==> src/rtl/run_seq_pkg.sv <==
// Shared state encoding and default sizing for the run sequencer.
package run_seq_pkg;

  typedef enum logic [1:0] {IDLE, INIT, RUN, DONE} run_state_t;

  localparam int DEF_CNT_W       = 32;
  localparam int DEF_RUN_W       = 8;
  localparam int DEF_INIT_CYCLES = 2;
  localparam int DEF_MAX_CYCLES  = 2**20;

  // Counter width able to hold 0..n inclusive, never narrower than one bit.
  function automatic int cnt_width(input int n);
    return (n < 1) ? 1 : $clog2(n + 1);
  endfunction

endpackage

==> src/rtl/run_sequencer_sat_counter.sv <==
// Up-counter with synchronous clear that holds once it reaches max.
module sat_counter
  import run_seq_pkg::*;
#(
  parameter int W = 8
) (
  input  logic         CLK,
  input  logic         Reset,
  input  logic         clr,
  input  logic         inc,
  input  logic [W-1:0] max,
  output logic [W-1:0] q
);

  always_ff @(posedge CLK) begin
    if (Reset)
      q <= '0;
    else if (clr)
      q <= '0;
    else if (inc && (q < max))
      q <= q + 1'b1;
  end

endmodule

==> src/rtl/run_sequencer.sv <==
// Run controller: holds the CPU in init, releases it, times the run until Halt or timeout.
// Optional min/max run-length statistics are built when RUN_SEQ_STATS_EN is defined.
//
//   state | meaning
//   IDLE  | waiting for Go, CPU held in init
//   INIT  | CPU held in init for INIT_CYCLES cycles
//   RUN   | CPU executing, cycles counted
//   DONE  | one-cycle completion pulse, run counted
module run_sequencer
  import run_seq_pkg::*;
#(
  parameter int CNT_W       = DEF_CNT_W,
  parameter int RUN_W       = DEF_RUN_W,
  parameter int INIT_CYCLES = DEF_INIT_CYCLES,
  parameter int MAX_CYCLES  = DEF_MAX_CYCLES
) (
  input  logic             CLK,
  input  logic             Reset,
  input  logic             Go,
  input  logic             Halt,
  output logic             DutStart,
  output logic             Busy,
  output logic             Done,
  output logic             TimedOut,
  output logic [CNT_W-1:0] CycleCt,
  output logic [RUN_W-1:0] RunCt,
  output logic [CNT_W-1:0] MinCt,
  output logic [CNT_W-1:0] MaxCt
);

  localparam int INIT_W = cnt_width(INIT_CYCLES);
  localparam logic [INIT_W-1:0] INIT_MAX  = INIT_W'(INIT_CYCLES);
  localparam logic [INIT_W-1:0] INIT_LAST = INIT_W'(INIT_CYCLES - 1);
  localparam logic [CNT_W-1:0]  CYC_MAX   = CNT_W'(MAX_CYCLES);

  run_state_t        state;
  logic [INIT_W-1:0] init_q;
  logic              go_accept;
  logic              timeout_hit;

  assign go_accept   = (state == IDLE) && Go;
  assign timeout_hit = (CycleCt == CYC_MAX);

  sat_counter #(.W(INIT_W)) u_init_cnt (
    .CLK   (CLK),
    .Reset (Reset),
    .clr   (go_accept),
    .inc   (state == INIT),
    .max   (INIT_MAX),
    .q     (init_q)
  );

  sat_counter #(.W(CNT_W)) u_cycle_cnt (
    .CLK   (CLK),
    .Reset (Reset),
    .clr   (go_accept),
    .inc   ((state == RUN) && !Halt),
    .max   (CYC_MAX),
    .q     (CycleCt)
  );

  // Outputs are updated together with the state so they always match it.
  always_ff @(posedge CLK) begin
    if (Reset) begin
      state    <= IDLE;
      DutStart <= 1'b1;
      Busy     <= 1'b0;
      Done     <= 1'b0;
      TimedOut <= 1'b0;
      RunCt    <= '0;
    end else begin
      Done <= 1'b0;
      case (state)
        IDLE: begin
          if (Go) begin
            state    <= INIT;
            Busy     <= 1'b1;
            TimedOut <= 1'b0;
          end
        end
        INIT: begin
          if (init_q == INIT_LAST) begin
            state    <= RUN;
            DutStart <= 1'b0;
          end
        end
        RUN: begin
          // Halt takes priority over a coincident timeout.
          if (Halt || timeout_hit) begin
            state    <= DONE;
            Done     <= 1'b1;
            TimedOut <= !Halt;
            RunCt    <= RunCt + 1'b1;
          end
        end
        DONE: begin
          state    <= IDLE;
          DutStart <= 1'b1;
          Busy     <= 1'b0;
        end
        default: begin
          state    <= IDLE;
          DutStart <= 1'b1;
          Busy     <= 1'b0;
        end
      endcase
    end
  end

`ifdef RUN_SEQ_STATS_EN
  // Only halted runs contribute; the count is final on the Halt cycle.
  always_ff @(posedge CLK) begin
    if (Reset) begin
      MinCt <= '1;
      MaxCt <= '0;
    end else if ((state == RUN) && Halt) begin
      if (CycleCt < MinCt) MinCt <= CycleCt;
      if (CycleCt > MaxCt) MaxCt <= CycleCt;
    end
  end
`else
  assign MinCt = '1;
  assign MaxCt = '0;
`endif

endmodule
==> config.mk <==
export PLATFORM = sky130hd
export DESIGN_NAME = run_sequencer
export DESIGN_NICKNAME = d
export VERILOG_FILES = /design/src/rtl/run_seq_pkg.sv /design/src/rtl/run_sequencer_sat_counter.sv /design/src/rtl/run_sequencer.sv
export SDC_FILE = /design/constraint.sdc
export NUM_CORES = 1
export LEC_CHECK = 0
export ABC_AREA = 1
export CAP_MARGIN = 5
export CORE_ASPECT_RATIO = 1.5
export CORE_UTILIZATION = 46
export CTS_BUF_LIST = sky130_fd_sc_hd__clkbuf_16
export DETAILED_ROUTE_END_ITERATION = 10
export MAX_ROUTING_LAYER = met4
export PLACE_DENSITY = 0.86
export SETUP_SLACK_MARGIN = 0.15
export SLEW_MARGIN = 20
export SYNTH_ARGS = -nofsm -noshare
export SYNTH_HDL_FRONTEND = slang
export SYNTH_HIERARCHICAL = 1
export SYNTH_SLANG_ARGS = --single-unit
==> constraint.sdc <==
create_clock -name CLK -period 2.02 [get_ports CLK]
set_input_delay 0.202 -clock CLK [delete_from_list [all_inputs] [get_ports CLK]]
set_output_delay 0.202 -clock CLK [all_outputs]
set_load 0.005 [all_outputs]
## Yosys cells after proc, flatten, opt, wreduce, memory -nomap -nowiden

Index checks and enable logic that the tools add are counted.

- Add/subtract/negate cells: 3
- Equality and inequality tests: 8
- Multiplexer cells: 12
- Bitwise gates (word level): 1
- $lt $le $gt $ge: 2
- Reduce and logical (&&, ||, !) cells: 17

Operators with widths:

| cell | number |
|---|---|
| 32-bit by 1-bit adder with 32-bit output, second input constant | 1 |
| 32-bit by 21-bit == test with 1-bit output, second input constant | 1 |
| 32-bit by 21-bit < comparator with 1-bit output, second input constant | 1 |
| 8-bit by 1-bit adder with 8-bit output, second input constant | 1 |
| 2-bit case mux with 4 select lines | 1 |
| 2-bit two-way mux | 3 |
| 1-bit case mux with 2 select lines | 3 |
| 2-bit AND reduction | 3 |
| 3-bit AND reduction | 2 |
| 2-bit nonzero test | 3 |
| 1-bit two-way mux | 5 |
| 2-bit by 1-bit == test with 1-bit output, second input constant | 2 |
| 2-bit == test, second input constant | 2 |
| 1-bit logical AND | 4 |
| 2-bit inequality test, second input constant | 2 |
| 2-bit OR reduction | 2 |
| 2-bit by 1-bit adder with 2-bit output, second input constant | 1 |
| 2-bit zero test | 1 |
| 2-bit < comparator, second input constant | 1 |
| 2-bit by 1-bit inequality test with 1-bit output, second input constant | 1 |
| 1-bit zero test | 1 |
| 1-bit logical OR | 1 |
| 1-bit inverter | 1 |

- Input port bits: 4
- Bits in registers: 48

## Longest topological paths before layout

Gate-level depths: netlist (run 1).

- Depth after elaboration: 4
- Mapped depth: 16
- Depth with buffers taken out: 15

## Hierarchy

Netlist (run 1), hierarchy kept.

By module, submodules not included:

| module | cells each | area each (µm²) | instances |
|---|---|---|---|
| sat_counter at u_cycle_cnt | 476 | 3000.4 | 1 |
| run_sequencer | 222 | 1448.9 | 1 |
| sat_counter at u_init_cnt | 21 | 136.4 | 1 |

## Worst setup path before layout (run 1)

OpenSTA, ideal clock, no wires.

- Kind: reg-to-reg
- Start: register state[0]
- End: register u_cycle_cnt.q[25]
- Arrival: 2063 ps
- Path slack: -107 ps
- Period minus slack after synthesis: 2127 ps
- Cell stages (with the launch flop): 16
- Required time: 1956 ps
- Cell sequence: dfxtp_1 > inv_1 > ha_1 > buf_2 > inv_1 > nor2_1 > inv_2 > nor2_2 > nand3_2 > nor2_4 > nand4_2 > nor2_1 > nand3_1 > nand2_1 > inv_1 > nor2_1

- Word-level cells in the longest chain between the ends: 3

Ends and longest elaborated chain:

| item | RTL line | RTL |
|---|---|---|
| start, declared | run_sequencer.sv:36 | `run_state_t state;` |
| start signal, assigned | run_sequencer.sv:65 | `state <= IDLE;` |
| start signal, assigned | run_sequencer.sv:76 | `state <= INIT;` |
| start signal, assigned | run_sequencer.sv:83 | `state <= RUN;` |
| 2-bit == test or 2-bit zero test (tied branches) | run_sequencer.sv:57, run_sequencer.sv:41 |  |
| 1-bit logical AND, on equally long branches | run_sequencer.sv:57, run_sequencer.sv:41 |  |
| 1-bit logical AND or 2-bit OR reduction (tied branches) | -- |  |
| end signal, assigned | run_sequencer_sat_counter.sv:21 | `q <= q + 1'b1;` |
| end, declared | run_sequencer_sat_counter.sv:12 | `output logic [W-1:0] q` |

Parallel ways exist; a longest one is shown, timed or not.
A chain may end at the register's enable or synchronous reset.

## Final worst setup path (run 1)

- Start: register u_cycle_cnt.q[29]
- End: register u_cycle_cnt.q[29]

- Word-level cells in the longest chain between the ends: 2

Ends and longest elaborated chain:

| item | RTL line | RTL |
|---|---|---|
| 32-bit by 21-bit < comparator with 1-bit output | run_sequencer_sat_counter.sv:20 | `else if (inc && (q < max))` |
| 1-bit logical AND | run_sequencer_sat_counter.sv:20 |  |

Parallel ways exist; a longest one is shown, timed or not.

==> flow_summary.yaml, run 1 <==
drt:
  routed_wl_um: 12700
  dr.pass1.iters: 6
  wl_per_cell_um: 13.3
  drc: 0
  num_vias: 4862
  ant_nets: 0
  viasPerCell: 5.09
  drtIter0Drc: 414
finish:
  fillers: 843
  post_route_cells_drive_above_1_share_pct: 17.1
  mostFrequentLayoutCells: "nand2_1, inv_1, conb_1, nor2_1, clkdlybuf4s50_1"
  final_util_pct: 61.3
  area_growth_pct: 29.6
  layout.nets: 883
  finalInstanceArea_um2: 5940
  layout.cells.most_common: "nand2_1"
  n_antenna_cell: 0
pwr:
  intPower_mw: 1.68
  p_seq_share_pct: 41.4
  p_clk_share_pct: 32.1
  ir_drop_uv: 446
  sw_frac_of_total_pct: 32.3
  power.leakage_nw: 2.71
  fin_total_pwr_mw: 2.48
  power_density_nw_per_um2: 417
  switching_power_mw: 0.801
  pwr-share-comb_pct: 26.5
place:
  dpl_cell_area_um2: 5380
  dp_hpwl_um: 8390
  place_congestion: 0.923
  numPortBuffers: 47
  pre_cts_ws_ns: 0.0490
worst_setup_path:
  rr_endpoint: "u_cycle_cnt/q[29]$_SDFFE_PP0P_"
  cp-start-kind: "register"
  cpMostUsedCell: "nand4_1"
  worstPathRequired_ns: 2.22
  r2r-start: "u_cycle_cnt/q[29]$_SDFFE_PP0P_"
  cp_data_arrival_time_ns: 2.28
  path_cells: "ha_4 -> nand4_1 -> nor3_4 -> nor3b_4 -> nand2_8 -> clkbuf_16 -> nand4_1 -> nand2_1 -> nor2_1"
  path_class: "reg2reg"
  slowest_stage: "dfxtp_2"
  rrSetupSlack_ns: -0.06
  slowest_delay_ns: 0.34
  cp_top_family: "simple AND/OR/NAND/NOR gates"
  critPathCaptureType: "register"
  r2r_cells: 9
  crit_buf_inv: 1
  worst-path-max-fanout: 8
cts:
  clockBufferDepth: 2
  cts_sinks: 48
  clkLatencyLatePin_ns: 0.29
  h-tree-depth: 2
  cts_tree: "built"
  cts_root_buf: "clkbuf_16"
  cts_buffers: 5
  path_clk_slew_ns: 0.06
synth:
  yosysTopAreaCell: "dfxtp_1"
  synth_area_um2: 4590
  synth.avg_cell_area_um2: 6.38
  syn_inst: 719
  synth_area_leaders: "dfxtp_1, nand2_1, buf_4"
  yosysWarningCount: 6
  ys_types: 35
  synth_seq_cells: 48
  synth_top_area_share_pct: 21.0
  synth_seq_area_share_pct: 21.0
floorplan:
  initial_core_util_pct: 47.3
  die_area_um2: 10400
  fp-row-count: 44
  core-area_um2: 9690
  chipHeight_um: 124
  die_width_um: 83.5
  ios: 112
grt:
  grt_pass1_vias: 4407
  antenna_found_initial: 0
  grt-ovfl-total: 0
  grt_pass1_wl_um: 18900
  track_usage_pct: 22.5
  grt_max_degree: 35
sta:
  rsz0062_at_grt: "true"
  period_share_pct: 103
  setup_viol: 5
  relSlewSlack_pct: 63.9
  final_hold_viol_count: 0
  setup_slack_ns: -0.0606
  worst_slew_pin_slew_ns: 0.541
  fmax_mhz: 481
  fin_setup_tns_ns: -0.111
  slew_violations: 0
  period_needed_ns: 2.08
  skew_ns: 0.00410
hold_path:
  hp-class: "reg2reg"
  min_from: "TimedOut$_SDFFE_PP0P_"
  whs_endpoint: "TimedOut$_SDFFE_PP0P_"
  hold_depth: 2
job:
  drv_cap: 0
status:
  violations: "setup timing"
  status: "complete, but fails checks"
## synthesized netlist by cell type (all sizes together)
library cell,count
nand2,159
inv,132
buf,77
nor2,74
nand3,55
dfxtp,48
nand4,39
ha,38
a21oi,37
nor3,13
clkinv,10
xor2,9
o21ai,5
xnor2,5
clkbuf,4
nor4,4
conb,2
nand3b,2
a221o,1
and2,1
and3,1
nor3b,1
o21a,1
or2,1
## power groups by stage
stage	clock network, mW	registers [mW]	logic, mW
after floorplan	0	1.05	0.538
after global placement	0	1.05	0.605
after detailed placement	0	1.05	0.617
after CTS	0.816	1.03	0.632
after global routing	0.842	1.03	0.737
final	0.796	1.03	0.657
## cells by family after synthesis
family,count (synthesis),synth area share [%]
XOR/XNOR,14,2.67
flip-flops,48,21.0
AO/OA/AOI/OAI,44,5.13
other,2,0.164
adder cells (fa/ha/maj),38,10.4
AND/OR/NAND/NOR,350,36.7
buffers and inverters,223,24.0
## routing by layer
layer	part of all wire (%)	GRT usage, %	vias to the layer above
li1	-	-	2338
met5	0	-	-
met3	8.3	4.44	77
met2	51	41.3	318
met1	35	21.6	2129
met4	5.6	13.1	0
## state kept, by name (all words and copies together), names as in the netlist
name	flops
u_cycle_cnt/q	32
RunCt	8
state	2
u_init_cnt/q	2
Busy	1
Done	1
DutStart	1
TimedOut	1
## worst reg2reg max path: cells and delay by family, from the launching register on
kind	cells	cell delay (ns)
flops	1	0.34
fa+ha+maj	1	0.26
buf+inv	1	0.21
simple gates	7	1.18
## cell type report
type                       instances  area [µm²]  share of cell area [%]
multi-input combinational        544        3150                    53.0
timing repair buffer             100        1010                    17.1
sequential                        48         967                    16.3
inverter                         142         533                    8.97
tap                              115         144                    2.42
clock buffer                       5         125                    2.11
clock inverter                     2        8.76                   0.147
## what timing repair did
item	CTS	global route
gates resized for setup	22	36
pin swaps	2	19
cloned	2	3
setup endpoints to repair	30	32
hold buffers	0	0
buffers inserted	2	2
## worst max path at each step
stage	end	from	depth (start not counted)	slack [ns]
6_report	u_cycle_cnt/q[29]$_SDFFE_PP0P_	u_cycle_cnt/q[29]$_SDFFE_PP0P_	9	-0.06
5_1_grt	u_cycle_cnt/q[29]$_SDFFE_PP0P_	u_cycle_cnt/q[29]$_SDFFE_PP0P_	9	-0.09
3_5_place_dp	u_cycle_cnt/q[30]$_SDFFE_PP0P_	u_cycle_cnt/q[29]$_SDFFE_PP0P_	10	0.05
3_3_place_gp	u_cycle_cnt/q[30]$_SDFFE_PP0P_	u_cycle_cnt/q[29]$_SDFFE_PP0P_	10	0.1
2_1_floorplan	u_cycle_cnt/q[25]$_SDFFE_PP0P_	state[0]$_SDFFE_PP0P_	15	0.15
4_1_cts	u_cycle_cnt/q[4]$_SDFFE_PP0P_	u_cycle_cnt/q[31]$_SDFFE_PP0P_	10	0.09
## per-stage QoR
stage | hold slack, ns | instances
CTS | 0.483 | 951
global placement | 0.462 | 940
finish | 0.471 | 956
floorplan | 0.271 | 815
detailed placement | 0.465 | 940
global route | 0.523 | 956
Power figures use the tool's default switching activity.
==> run 2, diff against run 1 <==
--- a/config.mk
+++ b/config.mk
@@ -8,11 +8,12 @@
 export ABC_AREA = 1
 export CAP_MARGIN = 5
 export CORE_ASPECT_RATIO = 1.5
-export CORE_UTILIZATION = 46
+export CORE_UTILIZATION = 40
 export CTS_BUF_LIST = sky130_fd_sc_hd__clkbuf_16
 export DETAILED_ROUTE_END_ITERATION = 10
 export MAX_ROUTING_LAYER = met4
-export PLACE_DENSITY = 0.86
+export PLACE_DENSITY = 0.77
+export RECOVER_POWER = 100
 export SETUP_SLACK_MARGIN = 0.15
 export SLEW_MARGIN = 20
 export SYNTH_ARGS = -nofsm -noshare
==> constraint.sdc (replaced) <==
create_clock -name CLK -period 2.02 [get_ports CLK]
set_input_delay 0.202 -clock CLK [delete_from_list [all_inputs] [get_ports CLK]]
set_output_delay 0.202 -clock CLK [all_outputs]
set_load 0.05 [all_outputs]
==> run 2 against run 1 <==
  * The flow still finishes with violations (setup timing)
  * Total power up 11%
  * Final area decreased by 2.1%
  * Critical path depth up 1
  * Register-to-register slack got worse by 0.02 ns
  * Worst hold slack got worse by 0.013 ns
==> flow_summary.yaml, run 2 (synthesis results as in run 1) <==
pwr:
  power_density_nw_per_um2: 475
  power.leakage_nw: 2.82
  ir_drop_uv: 453
cts:
  cts_tree: "built"
  h-tree-depth: 2
  cts_buffers: 5
  clkLatencyLatePin_ns: 0.30
  cts_root_buf: "clkbuf_16"
  path_clk_slew_ns: 0.07
  postCtsHoldBufs: 0
  clockBufferDepth: 2
  cts_sinks: 48
worst_setup_path:
  r2r-start: "u_cycle_cnt/q[31]$_SDFFE_PP0P_"
  path_cells: "ha_4 -> nand4_1 -> nor3_4 -> nor3b_4 -> nand2_4 -> buf_12 -> nand3_2 -> nand2_1 -> inv_1 -> nor2_2"
  slowest_stage: "dfxtp_4"
  slowest_delay_ns: 0.36
  path_class: "reg2reg"
  crit_buf_inv: 2
  cp_top_family: "simple AND/OR/NAND/NOR gates"
  critPathCaptureType: "register"
  cp_data_arrival_time_ns: 2.29
  rrSetupSlack_ns: -0.08
  worstPathRequired_ns: 2.21
  startpoint: "u_cycle_cnt/q[31]$_SDFFE_PP0P_"
  worst-path-max-fanout: 8
  cp-start-kind: "register"
sta:
  setup_viol: 1
  worst_slew_pin_slew_ns: 0.624
  whs_ns: 0.458
  period_needed_ns: 2.10
  relSlewSlack_pct: 58.6
  slew_violations: 0
  final_hold_viol_count: 0
  fin_setup_tns_ns: -0.0810
  setup_slack_ns: -0.0810
  rsz0062_at_grt: "true"
  skew_ns: 0.00762
  fmax_mhz: 476
  period_share_pct: 104
place:
  place_congestion: 0.897
  numPortBuffers: 47
  dpl_cell_area_um2: 5430
  placedCellCount: 965
  dp_hpwl_um: 8550
grt:
  grt_max_degree: 21
  track_usage_pct: 20.1
  grt_pass1_wl_um: 18500
  grt_pass1_vias: 4181
  antenna_found_initial: 0
  grt-ovfl-total: 0
hold_path:
  hp-class: "reg2reg"
  min_from: "TimedOut$_SDFFE_PP0P_"
finish:
  finalInstanceArea_um2: 5820
  layout.cells.most_common: "nand2_1"
  n_antenna_cell: 0
  area_growth_pct: 26.9
  final_util_pct: 52.4
  layout.nets: 876
  max_flop_register: "u_cycle_cnt/q"
  mostFrequentLayoutCells: "nand2_1, inv_1, conb_1, nor2_1, dlygate4sd3_1"
  layout.cells.non_filler: 982
  post_route_cells_drive_above_1_share_pct: 17.0
  reg.largest.list: "u_cycle_cnt/q (32), RunCt (8)"
  largest_reg_flops: 32
floorplan:
  core-area_um2: 11100
  die_width_um: 89.4
  initial_core_util_pct: 41.3
  ios: 112
  fp-row-count: 47
  die_area_um2: 11900
  chipHeight_um: 133
drt:
  dr_wl_met3_um: 759
  topRoutingLayerUsed: "met4"
  drtIter0Drc: 315
  ant_nets: 0
  routed_wl_um: 11800
  drc: 0
  routed-wl-met2_um: 6230
  num_vias: 4667
  wl_per_cell_um: 12.0
  dr.pass1.iters: 5
  drt-met1-wl_um: 4300
  viasPerCell: 4.75
status:
  violations: "setup timing"
  status: "complete, but fails checks"
job:
  drv_cap: 0
run 2: routing by layer:
metal | vias to the layer above | track usage [%]
li1 | 2332 | -
met1 | 2092 | 21.8
met2 | 200 | 35.3
met3 | 43 | 2.85
met4 | 0 | 9.17
met5 | - | -
run 2: final timing paths:
check | endpoint | cells past startpoint
min | TimedOut$_SDFFE_PP0P_ | 2
min reg2reg | TimedOut$_SDFFE_PP0P_ | 2
max reg2reg | u_cycle_cnt/q[19]$_SDFFE_PP0P_ | 10
max | u_cycle_cnt/q[19]$_SDFFE_PP0P_ | 10
run 2: where the power goes:
group          internal [mW]  total [mW]  switching (mW)
Clock                  0.447       0.811           0.364
Combinational          0.230       0.931           0.702
Sequential             0.977        1.02          0.0426
Total                   1.65        2.76            1.11
run 2: timing repair:
action / in CTS / in global routing
buffers inserted: 0 / 6
setup endpoints to repair: 32 / 36
gates resized for setup: 10 / 27
hold endpoints to repair: 0 / 0
cloned: 1 / 2
pin swaps: 3 / 9
run 2: cell type report:
type,count,area (µm²)
inverters,142,533
clock inverters,3,11.3
clock buffers,5,125
repair buffers,93,920
fillers,1084,5300
multi-input cells,544,3030
well taps,147,184
flip-flops and latches,48,1020
run 2: worst reg2reg max path, stage by stage (launching register included):
cell,delay [ns]
dfxtp_4,0.36
ha_4,0.27
nand4_1,0.15
nor3_4,0.23
nor3b_4,0.29
nand2_4,0.15
buf_12,0.18
nand3_2,0.08
nand2_1,0.11
inv_1,0.11
nor2_2,0.06
run 2: through the flow:
stage,worst slack (ns),power (mW)
finish,-0.0810,2.76
global route,-0.137,2.91
CTS,0.00820,2.78
detailed placement,-0.0248,1.97
global placement,0.0377,1.96
floorplan,0.153,1.89
==> run 3, diff against run 2 <==
--- a/config.mk
+++ b/config.mk
@@ -6,10 +6,10 @@
 export NUM_CORES = 1
 export LEC_CHECK = 0
 export ABC_AREA = 1
-export CAP_MARGIN = 5
+export CAP_MARGIN = 30
 export CORE_ASPECT_RATIO = 1.5
+export CORE_MARGIN = 4
 export CORE_UTILIZATION = 40
-export CTS_BUF_LIST = sky130_fd_sc_hd__clkbuf_16
 export DETAILED_ROUTE_END_ITERATION = 10
 export MAX_ROUTING_LAYER = met4
 export PLACE_DENSITY = 0.77
==> run 3 against run 2 <==
  * The flow now finishes without violations
  * Count of clock-buffer cells in the layout grew 2
  * Worst setup slack better by 0.16 ns
  * Total power rose by 3.8%
  * Register-to-register slack better by 0.16 ns
  * Global-route usage fell by 2.3 points
  * First-iteration DRC count is 14% lower
  * Combinational power rose by 8%
  * Fmax rose by 8.4%
  * Final cell count rose by 0.71%
  * Wire length is 4.1% higher
  * Clock skew fell by 0.0016 ns
  * Critical path type unchanged
==> flow_summary.yaml, run 3 (synthesis results as in run 1) <==
status:
  status: "finished, final reports clean"
worst_setup_path:
  rr_endpoint: "u_cycle_cnt/q[6]$_SDFFE_PP0P_"
  r2r_cells: 11
  rrSetupSlack_ns: 0.08
  cp_data_arrival_time_ns: 2.10
  worst-path-max-fanout: 4
  cp-start-kind: "register"
  slowest_stage: "dfxtp_4"
  slowest_delay_ns: 0.34
  path_class: "reg2reg"
  critPathCaptureType: "register"
  path_cells: "ha_1 -> a21oi_1 -> o21ai_1 -> nand2_1 -> nand2_2 -> a21oi_4 -> buf_6 -> nand3_4 -> bufbuf_16 -> nand2_1 -> a21oi_1"
  worstPathRequired_ns: 2.18
  r2r-start: "u_cycle_cnt/q[17]$_SDFFE_PP0P_"
finish:
  layout.cells.most_common: "nand2_1"
  fillers: 1083
  area_growth_pct: 31.1
  final_util_pct: 54.1
  max_flop_register: "u_cycle_cnt/q"
  reg.largest.list: "u_cycle_cnt/q (32), RunCt (8)"
  post_route_cells_drive_above_1_share_pct: 19.4
  n_antenna_cell: 0
  layout.nets: 883
  multi_input_area_um2: 3120
  regArea_um2: 1020
  mostFrequentLayoutCells: "nand2_1, inv_1, conb_1, nor2_1, clkdlybuf4s50_1"
  largest_reg_flops: 32
floorplan:
  die_width_um: 95.4
  die_area_um2: 13300
  initial_core_util_pct: 41.3
  chipHeight_um: 139
  ios: 112
  core-area_um2: 11100
  fp-row-count: 47
cts:
  cts_buffers: 5
  path_clk_slew_ns: 0.07
  h-tree-depth: 2
  clockBufferDepth: 2
  clkLatencyLatePin_ns: 0.30
  cts_sinks: 48
  cts_root_buf: "clkbuf_16"
  cts_tree: "built"
drt:
  routed_wl_um: 12300
  num_vias: 4646
  dr.pass1.iters: 4
  wl_per_cell_um: 12.4
  viasPerCell: 4.70
  drtIter0Drc: 270
  drc: 0
  ant_nets: 0
sta:
  fmax_mhz: 516
  fin_setup_tns_ns: 0
  slew_violations: 0
  skew_ns: 0.00603
  setup_viol: 0
  final_hold_viol_count: 0
  worst_slew_pin_slew_ns: 0.635
  relSlewSlack_pct: 57.9
  rsz0062_at_grt: "true"
  period_share_pct: 96.0
  period_needed_ns: 1.94
  whs_ns: 0.467
  setup_slack_ns: 0.0817
place:
  pre_cts_ws_ns: 0.0286
  numPortBuffers: 47
  place_congestion: 0.989
  dp_hpwl_um: 8660
pwr:
  fin_total_pwr_mw: 2.87
  ir_drop_uv: 506
  power_density_nw_per_um2: 477
  power.leakage_nw: 2.75
grt:
  track_usage_pct: 17.8
  grt_pass1_wl_um: 18600
  grt_max_degree: 30
  grt_pass1_vias: 4200
  grt-ovfl-total: 0
  antenna_found_initial: 0
hold_path:
  min_from: "TimedOut$_SDFFE_PP0P_"
  hp-class: "reg2reg"
  hold_depth: 2
  whs_endpoint: "TimedOut$_SDFFE_PP0P_"
job:
  drv_cap: 0
run 3: cell type report:
type                    instances  share of cell area, %
clock buffers                   7                   2.21
clock inverters                 1                 0.0832
inverters                     142                   8.86
multi-input cells             544                   51.9
repair buffers                100                   16.9
well taps                     147                   3.06
flip-flops and latches         48                   17.0
run 3: through the flow:
step / std cells / cell area [µm²]
after floorplan: 815 / 5030
after global placement: 962 / 5380
after detailed placement: 962 / 5380
after CTS: 983 / 5760
after global routing: 989 / 6010
final: 989 / 6010
run 3: power by group:
| part | switching [mW] | total (mW) | internal (mW) |
|---|---|---|---|
| clock network | 0.374 | 0.833 | 0.459 |
| registers | 0.0419 | 1.02 | 0.977 |
| logic | 0.727 | 1.01 | 0.287 |
| total | 1.14 | 2.87 | 1.72 |
run 3: worst max-delay path, delay by kind of cell (launching register included):
family | cells | cell delay [ns]
adders and majority gates | 1 | 0.23
buffers and inverters | 2 | 0.43
and+or+nand+nor | 4 | 0.33
AOI/OAI and AO/OA | 4 | 0.45
DFF | 1 | 0.34
run 3: repair_timing:
item | CTS | global route
hold buffers | 0 | 0
setup endpoints to repair | 31 | 33
endpoints found under the hold margin | 0 | 0
pin swaps | 5 | 8
setup buffers | 12 | 4
gates cloned | 1 | 2
gates resized for setup | 26 | 40
run 3: metal layers:
metal,global-route usage (%),vias to the layer above,wire length [µm]
met2,31.6,205,6420
met1,18.1,2064,4550
met4,9.30,0,504
met5,-,-,0
li1,-,2343,-
met3,3.42,34,822
run 3: how the worst max path moves through the flow:
stage	from	to	slack, ns
global placement	u_cycle_cnt/q[19]$_SDFFE_PP0P_	u_cycle_cnt/q[29]$_SDFFE_PP0P_	0.04
global route	u_cycle_cnt/q[29]$_SDFFE_PP0P_	u_cycle_cnt/q[6]$_SDFFE_PP0P_	-0.03
finish	u_cycle_cnt/q[17]$_SDFFE_PP0P_	u_cycle_cnt/q[6]$_SDFFE_PP0P_	0.08
CTS	u_cycle_cnt/q[23]$_SDFFE_PP0P_	u_cycle_cnt/q[11]$_SDFFE_PP0P_	0.12
floorplan	state[1]$_SDFFE_PP0P_	u_cycle_cnt/q[25]$_SDFFE_PP0P_	0.15
detailed placement	u_cycle_cnt/q[19]$_SDFFE_PP0P_	u_cycle_cnt/q[29]$_SDFFE_PP0P_	0.03
